`src/rtl/regfile_32.sv`:
```
// =============================================================================
// Module   : regfile_32 (with local helper mux_32)
// Purpose  : 32 x WIDTH general-purpose register file, r0 hardwired to zero,
//            one write port, two combinational read ports.
// Options  : define REGFILE_WRITE_BYPASS_EN for same-cycle write-to-read bypass
// Revision : 1.0 - initial release
// =============================================================================
`default_nettype none

module mux_32 #(
  parameter int WIDTH = 32
) (
  input  logic [32*WIDTH-1:0] data_in,
  input  logic [4:0]          sel,
  output logic [WIDTH-1:0]    data_out
);
  assign data_out = data_in[sel*WIDTH +: WIDTH];
endmodule

module regfile_32 #(
  parameter int WIDTH      = 32,
  parameter int DEPTH_LOG2 = 5
) (
  input  logic                  clock,
  input  logic                  reset,
  input  logic                  write_enable,
  input  logic [DEPTH_LOG2-1:0] write_reg,
  input  logic [WIDTH-1:0]      write_data,
  input  logic [DEPTH_LOG2-1:0] read_reg_a,
  input  logic [DEPTH_LOG2-1:0] read_reg_b,
  output logic [WIDTH-1:0]      read_data_a,
  output logic [WIDTH-1:0]      read_data_b
);

  localparam int c_DEPTH = 32;

  if (DEPTH_LOG2 != 5) begin : g_bad_depth
    $error("regfile_32: DEPTH_LOG2 must be 5");
  end

  logic [c_DEPTH-1:1]         w_wr_sel;
  logic [c_DEPTH*WIDTH-1:0]   w_rd_bus;
  logic [WIDTH-1:0]           w_mux_a;
  logic [WIDTH-1:0]           w_mux_b;

  // Entry 0 has no storage; its slot on the read bus is tied low.
  assign w_rd_bus[WIDTH-1:0] = '0;

  for (genvar i = 1; i < c_DEPTH; i++) begin : g_reg
    logic [WIDTH-1:0] r_q;

    assign w_wr_sel[i] = write_enable && (write_reg == DEPTH_LOG2'(i));

    always_ff @(posedge clock or posedge reset) begin
      if (reset)
        r_q <= '0;
      else if (w_wr_sel[i])
        r_q <= write_data;
    end

    assign w_rd_bus[i*WIDTH +: WIDTH] = r_q;
  end

  mux_32 #(.WIDTH(WIDTH)) u_mux_a (
    .data_in  (w_rd_bus),
    .sel      (read_reg_a),
    .data_out (w_mux_a)
  );

  mux_32 #(.WIDTH(WIDTH)) u_mux_b (
    .data_in  (w_rd_bus),
    .sel      (read_reg_b),
    .data_out (w_mux_b)
  );

`ifdef REGFILE_WRITE_BYPASS_EN
  logic w_byp_ok;
  // Forward the writeback value so decode sees it in the same cycle.
  assign w_byp_ok    = write_enable && !reset && (write_reg != '0);
  assign read_data_a = (w_byp_ok && (read_reg_a == write_reg)) ? write_data : w_mux_a;
  assign read_data_b = (w_byp_ok && (read_reg_b == write_reg)) ? write_data : w_mux_b;
`else
  assign read_data_a = w_mux_a;
  assign read_data_b = w_mux_b;
`endif

endmodule

`default_nettype wire

```
`config.mk`:
```
export PLATFORM = sky130hd
export DESIGN_NAME = regfile_32
export DESIGN_NICKNAME = d
export VERILOG_FILES = /design/src/rtl/regfile_32.sv
export SDC_FILE = /design/constraint.sdc
export NUM_CORES = 2
export LEC_CHECK = 0
export CAP_MARGIN = 20
export CORE_MARGIN = 1.5
export CORE_UTILIZATION = 55
export CTS_CLUSTER_SIZE = 25
export DETAILED_ROUTE_END_ITERATION = 10
export PLACE_DENSITY = 0.82
export REMOVE_ABC_BUFFERS = 1
export SLEW_MARGIN = 20
export SYNTH_ARGS = -nofsm -noshare
export SYNTH_HDL_FRONTEND = slang
export SYNTH_SLANG_ARGS = --single-unit
```
`constraint.sdc`:
```
create_clock -name clock -period 86.1 [get_ports clock]
set_input_delay 17.22 -clock clock [delete_from_list [all_inputs] [get_ports clock]]
set_output_delay 17.22 -clock clock [all_outputs]
set_load 0.005 [all_outputs]
```
After elaboration in Yosys (flattened, before gate mapping)
Cells that the tools add are included.
{ "classes": {"shifts": 2, "reduce_logical": 31, "n_eq_ne": 31} }
{ "ops": {"columns": ["cell", "count"], "rows": [
  ["variable part select 1024 x 11 -> 32 bit", 2],
  ["equality test 5 bit, second input constant", 16],
  ["equality test 5 x 4 -> 1 bit, second input constant", 8],
  ["logical AND 1 bit", 31],
  ["equality test 5 x 3 -> 1 bit, second input constant", 4],
  ["equality test 5 x 2 -> 1 bit, second input constant", 2],
  ["equality test 5 x 1 -> 1 bit, second input constant", 1]
]} }
{ "totals": {"out_inout_bits": 64, "in_bits": 50, "register_bits": 992, "elab_cells": 95} }

Longest topological paths before layout
{ "depth": {"ltp_word": 2, "mapped_depth": 8, "depth_no_buf": 4} }

By module
From an unflattened synthesis, not the netlist that was laid out.
{ "hier_totals": {"hier_cells": 4541, "area_unflattened_um2": 54872.6} }
{ "by_module_without_submodules": {"columns": ["mod", "area_each_um2", "seq_area_each_um2", "cells_per_inst", "n_inst"], "rows": [
  ["regfile_32", 37098.1, 24823.8, 2225, 1],
  ["mux_32", 8887.3, 0.0, 1158, 2]
]} }

Worst setup path before layout
No wires, ideal clock.
{ "synth_path": {"path_kind": "input-to-output", "startpoint": "in read_reg_a[1]", "endpoint": "out read_data_a[0]", "path_buffers": 4, "slack_ps": 49808, "arrival_ps": 19072, "cell_stages": 7, "required_ps": 68880, "cell_sequence": "clkbuf_1 buf_2 clkbuf_1 buf_2 mux4_2 mux4_2 mux2_2"} }
{ "synth_via": {"elab_chain_cells": 1} }
{ "synth_lines": {"columns": ["item", "line", "text"], "rows": [
  ["start: declaration", "29", "input logic [DEPTH_LOG2-1:0] read_reg_a,"],
  ["variable part select 1024 x 11 -> 32 bit", "17", "assign data_out = data_in[sel*WIDTH +: WIDTH];"],
  ["end: declaration", "31", "output logic [WIDTH-1:0] read_data_a,"]
]} }
No other way between the ends.

Final worst setup path
{ "layout_path": {"startpoint": "in read_reg_a[0]", "endpoint": "out read_data_a[26]"} }
Same word-level chain as after synthesis.

==> impl_metrics.env <==
export IMPL_cp_start_kind="input pin"
export IMPL_synth_ff_type="dfrtp_1"
export IMPL_post_cts_buffers=0
export IMPL_power_total_mw=1.34
export IMPL_synthCells=3379
export IMPL_grt_max_degree=184
export IMPL_min_path_type="register to register"
export IMPL_drtPass1Iterations=5
export IMPL_cts_resized=0
export IMPL_wl_um=146000
export IMPL_utilization_pct=60.9
export IMPL_worstMarginPinSlew_ps=1150
export IMPL_ys_warn_count=0
export IMPL_yosys_cell_types_count=27
export IMPL_period_needed_ps=38570
export IMPL_cp_required_ps=68880
export IMPL_rows=113
export IMPL_drc=0
export IMPL_stdcell_count=4622
export IMPL_final_seq_area_mm2=0.0248
export IMPL_viasPerCell=7.07
export IMPL_period_share_pct=44.8
export IMPL_synth_xor_xnor_area_share_pct=0
export IMPL_yosys_top_cells_area="dfrtp_1 47%, mux2_2 23%, mux4_2 20%"
export IMPL_placed_cell_area_mm2=0.0548
export IMPL_max_slew_margin_pct=22.8
export IMPL_setup_tns_ps=0
export IMPL_synthSimpleGateAreaFrac_pct=0.899
export IMPL_htree_num_levels=3
export IMPL_cts_hold_buf=0
export IMPL_cp_max_fo=61
export IMPL_clock_skew_ps=0
export IMPL_outcome="finished clean"
export IMPL_path_clk_slew_ps=70
export IMPL_synth_edf_count=0
export IMPL_dpl_cell_count=4445
export IMPL_muxShareOfSynthArea_pct=45.4
export IMPL_core_area_mm2=0.0952
export IMPL_synth_top_cell_area_share_pct=46.9
export IMPL_synth_seq_cells=992
export IMPL_die_x_um=313
export IMPL_grt_first_pass_wirelength_um=222000
export IMPL_largest_reg_flops=992
export IMPL_use_met3_pct=6.89
export IMPL_synth_common_cells="1081 x mux2_2, 992 x dfrtp_1, 480 x mux4_2"
export IMPL_fmax_mhz=25.9
export IMPL_design_area_mm2=0.0579
export IMPL_pre_cts_ws_ps=47460
export IMPL_syn_to_final_growth_pct=9.58
export IMPL_grt_use_met2_pct=45.0
export IMPL_ir_worst_vdd_uv=15.1
export IMPL_grt_use_total_pct=30.3
export IMPL_multi_input_area_mm2=0.0267
export IMPL_cts_num_sinks=992
export IMPL_root_buffer="clkbuf_16"
export IMPL_grt_remaining_overflow=0
export IMPL_die_h_um=313
export IMPL_finalHoldViolations=0
export IMPL_clk_path_buf_depth=3
export IMPL_yosysMostFrequentCell="mux2_2"
export IMPL_criticalPathCategory="input pin to output pin"
export IMPL_yosys_area_share_adder_pct=0
export IMPL_ant_nets=0
export IMPL_reg_largest_list="g.r_q (992)"
export IMPL_final_layout_size_suffix_gt1_share_pct=54.7
export IMPL_fin_ws_ps=47530
export IMPL_met1_usage_pct=43.3
export IMPL_dp_hpwl_um=78300
export IMPL_syn_area_per_cell_um2=15.6
export IMPL_synthesis_area_mm2=0.0529
export IMPL_max_cap_violations=0
export IMPL_synth_compound_area_share_pct=3.71
export IMPL_first_global_vias=34000
export IMPL_worstPathArrival_ps=21350
export IMPL_fill_cells=6787
export IMPL_cts_tree="done"
export IMPL_rsz0062_at_grt="false"
export IMPL_regMostFlops="g.r_q"
export IMPL_endpoint_kind="output pin"
export IMPL_p_leak_nw=24.8
export IMPL_powerDensity_mw_per_mm2=23.2
export IMPL_ys_seq_area_share_pct=46.9
export IMPL_start_util_pct=55.6
export IMPL_vias=32700
export IMPL_numPortBuffers=113
export IMPL_top_usage_layer="met2"
export IMPL_globalplace_congestion=0.795
export IMPL_io_pins=114
export IMPL_wl_per_cell_um=31.7
export IMPL_final_nets=3330
export IMPL_fin_worst_hold_slack_ps=521
export IMPL_clock_latency_ps=650
export IMPL_cts_buffers=98
export IMPL_drt_iter0_drc=3425
export IMPL_die_area_mm2=0.0980
export IMPL_synth_top_family_by_area="multiplexers"
export IMPL_yosys_area_top_type="dfrtp_1"
export IMPL_finalSetupViolCount=0
export IMPL_ys_async_sr_fraction_pct=100
export IMPL_antenna_found_initial=3
export IMPL_final_max_slew_viol_count=0
==> cell families (layout without fill, tap and decap cells) <==
kind of cell    count (synthesis)  in the layout
simple gates                   87             87
mux                          1664           1664
compound gates                256            256
flops                         992            992
buf+inv                       380            356
other cells                     0              2
==> layout make-up <==
type / instances / area share [%]
inverter: 2 / 0.0259
timing repair buffer: 179 / 2.93
antenna: 2 / 0.00864
sequential: 992 / 42.8
clock buffer: 146 / 5.07
clock inverter: 29 / 0.389
tap: 1265 / 2.73
multi-input combinational: 2007 / 46.0
==> layer usage <==
layer	routed length (um)	vias up
li1	-	13000
met1	58700	17600
met2	66400	1710
met3	14700	341
met4	6490	2
met5	13	-
==> placed cells by master, fill, tap and decap left out, drive strengths merged, types with 2 or more instances in the layout <==
cell type and instances:
mux2 1088, nor2 14, and2 33, clkdlybuf4s50 101, nand2 14, a211oi 32, clkbuf 146, nand4b 3
dfrtp 992, nor3 3, diode 2, buf 78, nor2b 6, bufinv 2, nand2b 4, nand3 4
o31ai 32, o22ai 32, a22o 128, mux2i 96, clkinvlp 3, o21ai 32, mux4 480, clkinv 23
nor3b 2, inv 3, or3 3
==> path summary, 6_finish.rpt <==
path                                               start  depth (start not counted)  slack (ps)                             to
max in group asynchronous                          reset                          6       65180  g_reg[15].r_q[16]$_DFFE_PP0P_
min reg2reg                g_reg[12].r_q[12]$_DFFE_PP0P_                          1         520  g_reg[12].r_q[12]$_DFFE_PP0P_
min                        g_reg[12].r_q[12]$_DFFE_PP0P_                          1         520  g_reg[12].r_q[12]$_DFFE_PP0P_
min in group asynchronous                          reset                          2       17090   g_reg[15].r_q[3]$_DFFE_PP0P_
max                                        read_reg_a[0]                          7       47530                read_data_a[26]
max reg2reg                 g_reg[1].r_q[26]$_DFFE_PP0P_                          1       85270   g_reg[1].r_q[26]$_DFFE_PP0P_
==> where the power goes <==
part           total [mW]  switching (mW)  internal, mW  leakage [nW]
combinational       0.291           0.106         0.185          10.6
clock               0.425           0.184         0.241          1.57
sequential          0.626          0.0684         0.558          12.7
total                1.34           0.358         0.984          24.8
==> critical path: stages <==
cell             delay, ps
buf_8                  470
buf_4                  830
buf_4                  770
mux4_2                 590
mux4_2                 490
mux2_2                 320
clkdlybuf4s50_1        450
Power figures use the tool's default switching activity.
